### config.mk
export PLATFORM = sky130hd
export DESIGN_NAME = rr_req_grant
export DESIGN_NICKNAME = d
export VERILOG_FILES = /design/src/rtl/rr_req_grant_pkg.sv /design/src/rtl/rr_pick.sv /design/src/rtl/rr_req_grant.sv
export SDC_FILE = /design/constraint.sdc
export NUM_CORES = 1
export LEC_CHECK = 0
export ABC_AREA = 0
export BUFFER_PORTS_ARGS = -buffer_cell sky130_fd_sc_hd__buf_2
export CORE_MARGIN = 3
export CORE_UTILIZATION = 55
export CTS_BUF_LIST = sky130_fd_sc_hd__clkbuf_8
export CTS_CLUSTER_DIAMETER = 120
export DETAILED_ROUTE_END_ITERATION = 8
export PLACE_DENSITY = 0.85
export SYNTH_ARGS = -nofsm -noshare
export SYNTH_HDL_FRONTEND = slang
export SYNTH_SLANG_ARGS = --single-unit
### constraint.sdc
create_clock -name clk -period 4.4 [get_ports clk]
set_clock_uncertainty 0.1 [all_clocks]
set_input_delay 0 -clock clk [delete_from_list [all_inputs] [get_ports clk]]
set_output_delay 0 -clock clk [all_outputs]
set_load 0.05 [all_outputs]
### src/rtl/rr_req_grant_pkg.sv
// Shared types, defaults and helpers for the round-robin request/grant controller.
package rr_req_grant_pkg;

   typedef enum logic [1:0] {
      StIdle  = 2'd0,
      StWait  = 2'd1,
      StGrant = 2'd2
   } state_e;

   localparam int unsigned DefNReq     = 4;
   localparam int unsigned DefWaitCyc  = 2;
   localparam int unsigned DefGrantCyc = 1;

   // Index of the set bit of a one-hot vector (highest set bit if not one-hot).
   function automatic int unsigned onehot2bin(input logic [31:0] oh);
      int unsigned idx;
      logic [31:0] sh;
      idx = 0;
      for (int unsigned i = 0; i < 32; i++) begin
         sh = oh >> i;
         if (sh[0]) idx = i;
      end
      return idx;
   endfunction

endpackage

### src/rtl/rr_pick.sv
// Combinational round-robin picker: first request at or above the priority pointer, wrapping.
module rr_pick import rr_req_grant_pkg::*; #(
   parameter int unsigned N_REQ = DefNReq,
   localparam int unsigned IdW  = (N_REQ > 1) ? $clog2(N_REQ) : 1
) (
   input  logic [N_REQ-1:0] req,
   input  logic [N_REQ-1:0] prio,
   output logic             found,
   output logic [N_REQ-1:0] win_oh,
   output logic [IdW-1:0]   win_idx
);

   int unsigned      base;
   int unsigned      pos;
   logic [N_REQ-1:0] req_rot;
   logic [N_REQ-1:0] rot_sh;

   always_comb begin
      base    = onehot2bin(32'(prio));
      // Rotate so the priority position lands on bit 0; doubling handles the wrap.
      req_rot = N_REQ'({req, req} >> base);
      found   = 1'b0;
      pos     = 0;
      rot_sh  = '0;
      for (int unsigned i = 0; i < N_REQ; i++) begin
         rot_sh = req_rot >> i;
         if (!found && rot_sh[0]) begin
            found = 1'b1;
            pos   = base + i;
         end
      end
      if (pos >= N_REQ) pos = pos - N_REQ;
      win_idx = IdW'(pos);
      win_oh  = found ? (N_REQ'(1) << win_idx) : '0;
   end

endmodule

### src/rtl/rr_req_grant.sv
// Round-robin request/grant controller: accept one request, wait WAIT_CYC, grant for
// GRANT_CYC cycles, then return to idle and advance the priority pointer past the winner.
module rr_req_grant import rr_req_grant_pkg::*; #(
   parameter int unsigned N_REQ     = DefNReq,
   parameter int unsigned WAIT_CYC  = DefWaitCyc,
   parameter int unsigned GRANT_CYC = DefGrantCyc,
   localparam int unsigned IdW      = (N_REQ > 1) ? $clog2(N_REQ) : 1
) (
   input  logic             clk,
   input  logic             reset_n,
   input  logic [N_REQ-1:0] req,
   output logic             idle,
   output logic             busy,
   output logic [N_REQ-1:0] grant,
   output logic [IdW-1:0]   grant_id,
   output logic [N_REQ-1:0] prio
);

   localparam int unsigned MaxCyc = (WAIT_CYC > GRANT_CYC) ? WAIT_CYC : GRANT_CYC;
   localparam int unsigned CntW   = $clog2(MaxCyc + 1);

   state_e           state_q, state_d;
   logic [CntW-1:0]  cnt_q, cnt_d;
   logic [IdW-1:0]   win_q, win_d;
   logic [N_REQ-1:0] prio_q, prio_d;
   logic [N_REQ-1:0] grant_q, grant_d;

   logic             pick_found;
   logic [N_REQ-1:0] pick_oh;
   logic [IdW-1:0]   pick_idx;

   rr_pick #(
      .N_REQ (N_REQ)
   ) u_pick (
      .req     (req),
      .prio    (prio_q),
      .found   (pick_found),
      .win_oh  (pick_oh),
      .win_idx (pick_idx)
   );

   always_comb begin
      state_d = state_q;
      cnt_d   = cnt_q;
      win_d   = win_q;
      prio_d  = prio_q;
      grant_d = grant_q;
      unique case (state_q)
         StIdle: begin
            if (pick_found) begin
               win_d = pick_idx;
               if (WAIT_CYC == 0) begin
                  state_d = StGrant;
                  cnt_d   = CntW'(GRANT_CYC);
                  grant_d = pick_oh;
               end else begin
                  state_d = StWait;
                  cnt_d   = CntW'(WAIT_CYC);
               end
            end
         end
         StWait: begin
            if (cnt_q <= CntW'(1)) begin
               state_d = StGrant;
               cnt_d   = CntW'(GRANT_CYC);
               grant_d = N_REQ'(1) << win_q;
            end else begin
               cnt_d = cnt_q - CntW'(1);
            end
         end
         StGrant: begin
            if (cnt_q <= CntW'(1)) begin
               state_d = StIdle;
               grant_d = '0;
               // Next search starts just above the winner.
               prio_d  = (win_q == IdW'(N_REQ - 1)) ? N_REQ'(1)
                                                    : (N_REQ'(1) << (win_q + IdW'(1)));
            end else begin
               cnt_d = cnt_q - CntW'(1);
            end
         end
         default: begin
            state_d = StIdle;
            grant_d = '0;
         end
      endcase
   end

   always_ff @(posedge clk) begin
      if (!reset_n) begin
         state_q <= StIdle;
         cnt_q   <= '0;
         win_q   <= '0;
         prio_q  <= N_REQ'(1);
         grant_q <= '0;
      end else begin
         state_q <= state_d;
         cnt_q   <= cnt_d;
         win_q   <= win_d;
         prio_q  <= prio_d;
         grant_q <= grant_d;
      end
   end

   assign idle     = (state_q == StIdle);
   assign busy     = !idle;
   assign grant    = grant_q;
   assign grant_id = win_q;
   assign prio     = prio_q;

endmodule

# --- Yosys cells after proc, flatten, opt, wreduce, memory -nomap -nowiden ---
# Index checks and enable logic that the tools add are counted.
op_classes:
  add_sub_neg: 6
  n_mul: 0
  div: 0
  n_lt_le_gt_ge: 2
  eq_ne: 7
  shift: 3
  n_mux: 24
  bitwise: 1
  n_reduce_logical: 14
ops:
  columns: ["operator", "count"]
  rows:
  - ["$mux W32", 6]
  - ["$add A32 B2 Y32 const B", 2]
  - ["$add A32 B1 Y32 const B", 1]
  - ["$ge A32 B3 Y1 const B", 1]
  - ["$shr A8 B32 Y4", 1]
  - ["$mux W2", 7]
  - ["$mux W4", 3]
  - ["$pmux W2 S3", 2]
  - ["$pmux W4 S3", 1]
  - ["$reduce_and A3 Y1", 3]
  - ["$shl A1 B2 Y4 const A", 2]
  - ["$ne A2 B2 Y1 const B", 3]
  - ["$mux W1", 5]
  - ["$eq A2 B2 Y1 const B", 2]
  - ["$logic_not A1 Y1", 4]
  - ["$reduce_and A2 Y1", 2]
  - ["$sub A2 B1 Y2 const B", 2]
  - ["$logic_and A1 B1 Y1", 3]
  - ["$reduce_bool A3 Y1", 1]
  - ["$add A2 B1 Y2 const B", 1]
  - ["$eq A2 B1 Y1 const B", 1]
  - ["$le A2 B1 Y1 const B", 1]
  - ["$logic_not A2 Y1", 1]
  - ["$ne A2 B1 Y1 const B", 1]
  - ["$not A1 Y1", 1]
totals:
  register_bits: 14
  latch_bits: 0
  ramBits: 0
  rom_bits: 0
  in_bits: 6
  out_inout_bits: 12
  elab_cells: 62
  mem_count: 0

# --- Longest topological paths before layout ---
logic_depth:
  depth_word: 16
  depth_mapped: 7
  mapped_depth_nobuf: 6

# --- Cells and area by module ---
# Synthesis repeated with hierarchy kept, for this count alone.
unflattened:
  cells_unflattened: 108
  area_unflattened_um2: 858.3
modules_own_cells:
  columns: ["mod", "n_inst", "cells_per_inst", "area_each_um2", "seq_area_each_um2"]
  rows:
  - ["rr_req_grant", 1, 82, 711.9, 280.3]
  - ["rr_pick", 1, 26, 146.4, 0.0]

# --- Least setup slack after synthesis ---
# No wires, ideal clock.
synth_path:
  path_kind: "reg2reg"
  startpoint: "reg state_q[0]"
  endpoint: "reg win_q[0], in the netlist grant_id[0]"
  setup_time_ps: 67
  t_arrival_ps: 1900
  t_required_ps: 4233
  path_slack_ps: 2334
  stages_incl_launch_ff: 7
  path_buffers: 0
  period_less_slack_ps: 2066
  path_cell_list: "dfxtp_1 -> inv_1 -> ha_1 -> inv_1 -> a211oi_1 -> a22oi_1 -> nor2_1"
synth_via:
  elab_chain_cells: 2
synth_lines:
  columns: ["item", "line_no", "source"]
  rows:
  - ["from (decl)", "rr_req_grant.sv:22", "state_e state_q, state_d;"]
  - ["from (signal assigned)", "rr_req_grant.sv:91", "state_q <= StIdle;"]
  - ["from (signal assigned)", "rr_req_grant.sv:97", "state_q <= state_d;"]
  - ["$logic_not A2 Y1", null, null]
  - ["via idle", "rr_req_grant.sv:12", "output logic idle,"]
  - ["$reduce_and A2 Y1 (no source line)", null, null]
  - ["to (signal assigned)", "rr_req_grant.sv:99", "win_q <= win_d;"]
  - ["to (decl)", "rr_req_grant.sv:24", "logic [IdW-1:0] win_q, win_d;"]
# The timed path passes the listed nets, and every way through them passes these cells.
# A chain may end at the register's enable or synchronous reset.

# --- Final worst setup path ---
layout_path:
  startpoint: "reg state_q[0]"
  endpoint: "reg grant_q[2], in the netlist grant[2]"
layout_via:
  elab_chain_cells: 3
  elab_cells_between_ends: 8
  classes_between: "eq/ne (4); mux (1); bitwise (1); reduce/logical (2)"
layout_lines:
  columns: ["item", "line_no", "source"]
  rows:
  - ["$eq A2 B1 Y1 (tied with other cells)", "rr_req_grant.sv:48", "unique case (state_q)"]
  - ["$ne A2 B2 Y1 (no source line) / $not A1 Y1 (equally long branches)", null, null]
  - ["$reduce_and A3 Y1 (no source line)", null, null]
  - ["to (signal assigned)", "rr_req_grant.sv:101", "grant_q <= grant_d;"]
  - ["to (decl)", "rr_req_grant.sv:26", "logic [N_REQ-1:0] grant_q, grant_d;"]
# Parallel ways exist; a longest one is shown, timed or not.

==> flow_summary_export.csv <==
group,metric,value,unit
place,port_buffers,17,
timing,finalWorstPathRequiredPeriod,1.84,ns
synthesis,synth-warning-count,0,
critical_path,timing.critical_path.to_type,"flip-flop",
synthesis,combinational_family_with_the_most_area_after_synthesis,"simple AND/OR/NAND/NOR gates",
critical_path,worstPathMaxFanout,10,
worst_hold_path,timing.hold.worst.class,"input pin to flip-flop",
timing,maximum_frequency_from_static_timing_analysis,544,MHz
layout,post_route_cells_drive_above_1_share,0.235,
drt,number_of_vias_per_cell,5.98,
drt,drc_violations_left,0,
layout,register_area,280,um^2
synthesis,synth-seq-area-share,0.323,
drt,final_antenna_net_count,0,
cts,cts_post_setup_buffers_inserted,0,
layout,fin_nets,132,
layout,most_frequent_cells_in_the_layout,"buf_2, dfxtp_1, inv_1, a21oi_1, nand2b_1",
layout,final_cells,134,
layout,num-fill-cells,120,
drt,drt_pass1_iterations,4,
drt,routedWlPerCell,14.5,um
timing,tns,0,ns
timing,worst_slew_margin_relative_to_its_limit,0.699,
timing,timing.final.crit_share,0.418,
cts,clk_path_buf_depth,2,
pwr,design_power_total,0.617,mW
critical_path,cp-start-kind,"flip-flop",
critical_path,critical_path_buf_inv_count,1,
place,placedCellCount,129,
cts,root_buffer,"clkbuf_8",
floorplanning,die_h,45.7,um
timing,final-setup-viol-count,0,
cts,cts_tree,"yes",
pwr,power.ir.vdd_worst,393,uV
grt,grt_overflow,0,
floorplanning,core-area,1380,um^2
pwr,p_leak,0.425,nW
synthesis,netlist_area,868,um^2
critical_path,cp_data_arrival_time,1.91,ns
timing,worst-slew-pin-transition,0.448,ns
grt,grt_pass1_vias,745,
floorplanning,top_level_ports,18,
cts,clock_insertion_delay_worst_skew,0.24,ns
timing,final.hold.worst_slack,0.0649,ns
timing,timing.final.max_slew_violations,0,
cts,clock_sinks,14,
layout,diodes,0,
critical_path,crit_path_top_delay_cell,"dfxtp_1",
grt,grt_pass1_wl,3300,um
synthesis,count_of_mapped_cells_out_of_synthesis,102,
pwr,power.density,614,nW/um^2
synthesis,synthesis.area_per_instance,8.51,um^2
critical_path,critPathKind,"flip-flop to flip-flop",
critical_path,crit_path_cell_trace,"inv_1 > ha_1 > or2_2 > a21oi_4 > nand4b_1 > a21oi_1",
layout,multi_input_area,518,um^2
cts,clock_pin_slew_worst_setup_and_hold_paths,0.06,ns
run,timing.max_cap.violations,0,
floorplanning,chipWidth,45.7,um
grt,grt_start_max_net_pins,14,
critical_path,crit_path_max_incr_delay,0.37,ns
synthesis,netlist-cell-type-count,34,
drt,detailedRoute.firstIterationViolations,24,
synthesis,synth-seq-cells,14,
cts,htree_levels,1,
layout,commonest_non_fill_non_tap_cell_in_the_layout,"buf_2",
grt,groute.usage.overall,0.215,
synthesis,post_synth_and_or_nand_nor_area_fraction,0.274,
place,placer_congestion,0.793,
outcome,run_status,"complete, no violations",
cts,number_of_cts_inserted_buffers,3,
floorplanning,die_area,2090,um^2
floorplanning,floorplan.initialDensity,0.628,
timing,grt_setup_unrepaired,"false",
timing,finalHoldViolCount,0,
synthesis,synth_fp_nets,114,
drt,wirelength,1950,um
synthesis,post_synth_mux_area_share,0.0115,
grt,grt_antenna_before_repair,0,
layout,syn2layout_area_growth,15.7,%
synthesis,synth-adder-area-share,0.0865,
floorplanning,fp-row-count,13,
synthesis,compound_gate_portion_of_the_synthesized_area,0.225,
drt,number_of_vias_after_detailed_routing,801,
synthesis,parity_gate_share_of_the_synthesized_area_counting_xor_and_xnor_cells,0,
place,dp.final_hpwl,1420,um
critical_path,timing.critical_path.max_delay_family,"simple AND/OR/NAND/NOR gates",
critical_path,endpoint_required_time_on_the_critical_path,4.47,ns
[cell usage after synthesis]
cell type / instances / area, um^2
dfxtp_1: 14 / 280
a21oi_1: 10 / 50.1
inv_1: 10 / 37.5
nand2b_1: 8 / 50.1
nor2_1: 7 / 26.3
ha_1: 6 / 75.1
nand2_1: 5 / 18.8
nand3_1: 4 / 20.0
nand4b_1: 4 / 35.0
a22oi_1: 3 / 22.5
nor2b_1: 3 / 18.8
a311oi_1: 2 / 17.5
buf_2: 2 / 10.0
nand4_1: 2 / 12.5
nor3_1: 2 / 10.0
o22ai_1: 2 / 12.5
a211oi_1: 1 / 7.51
a21oi_4: 1 / 16.3
a221oi_2: 1 / 15.0
a311oi_2: 1 / 15.0
a31oi_1: 1 / 6.26
buf_4: 1 / 7.51
buf_6: 1 / 11.3
clkbuf_1: 1 / 3.75
mux2i_1: 1 / 10.0
nor4_1: 1 / 6.26
nor4_2: 1 / 12.5
nor4b_2: 1 / 15.0
o21ai_0: 1 / 5.00
o221ai_1: 1 / 8.76
o22a_2: 1 / 10.0
o311ai_0: 1 / 8.76
or2_2: 1 / 6.26
or3_1: 1 / 6.26
[worst reg2reg max path, stage by stage, from the launching register on]
cell,delay [ns]
dfxtp_1,0.37
inv_1,0.08
ha_1,0.32
or2_2,0.37
a21oi_4,0.25
nand4b_1,0.14
a21oi_1,0.15
[stage by stage]
stage	util	instance area, um^2	setup slack (ns)
after global routing	0.727	1000	2.38
final	0.727	1000	2.56
after CTS	0.727	1000	2.56
after global placement	0.680	940	2.62
after floorplan	-	868	2.33
after detailed placement	0.680	940	2.59
[where the power goes]
group / internal [mW] / leakage [nW] / total [mW] / switching (mW)
Sequential: 0.152 / 0.114 / 0.183 / 0.0314
Clock: 0.0791 / 0.0288 / 0.124 / 0.0451
Combinational: 0.100 / 0.282 / 0.310 / 0.210
Total: 0.331 / 0.425 / 0.617 / 0.286
[final cells by class]
cell class              instances  share of cell area
clock buffers                   4              0.0548
inverters                      10              0.0374
multi-input cells              73               0.516
flip-flops and latches         14               0.279
well taps                      15              0.0187
repair buffers                 18              0.0946
[worst paths after layout]
check,start,endpoint,slack (ns),depth (start not counted)
max,state_q[0],grant[2],2.56,6
min,req[0],grant_id[1],0.06,3
max reg2reg,state_q[0],grant[2],2.56,6
min reg2reg,grant[3],grant[3],0.36,2
[routing by layer]
metal	GRT usage	vias to the layer above	share of wire
met5	0	-	0
met3	0.0237	6	0.044
li1	-	399	-
met4	0.102	0	0.022
met2	0.376	28	0.49
met1	0.257	368	0.45
[logic make-up (layout without fill, tap and decap cells)]
family | after synthesis | after routing
AO/OA/AOI/OAI | 26 | 26
adder cells (fa/ha/maj) | 6 | 6
buffers and inverters | 15 | 32
flip-flops | 14 | 14
multiplexers | 1 | 1
AND/OR/NAND/NOR | 40 | 40
[sequential cells by signal, indices dropped and copies added (netlist names)]
name / cells
state_q: 2
grant_id: 2
grant: 4
cnt_q: 2
prio: 4
[timing repair]
action / in CTS / in global routing
setup endpoints to repair: 0 / 0
hold buffers: 1 / 0
endpoints found under the hold margin: 1 / 0
gates resized for setup: 0 / 0
Note: power is estimated with default switching activity, not from simulation.
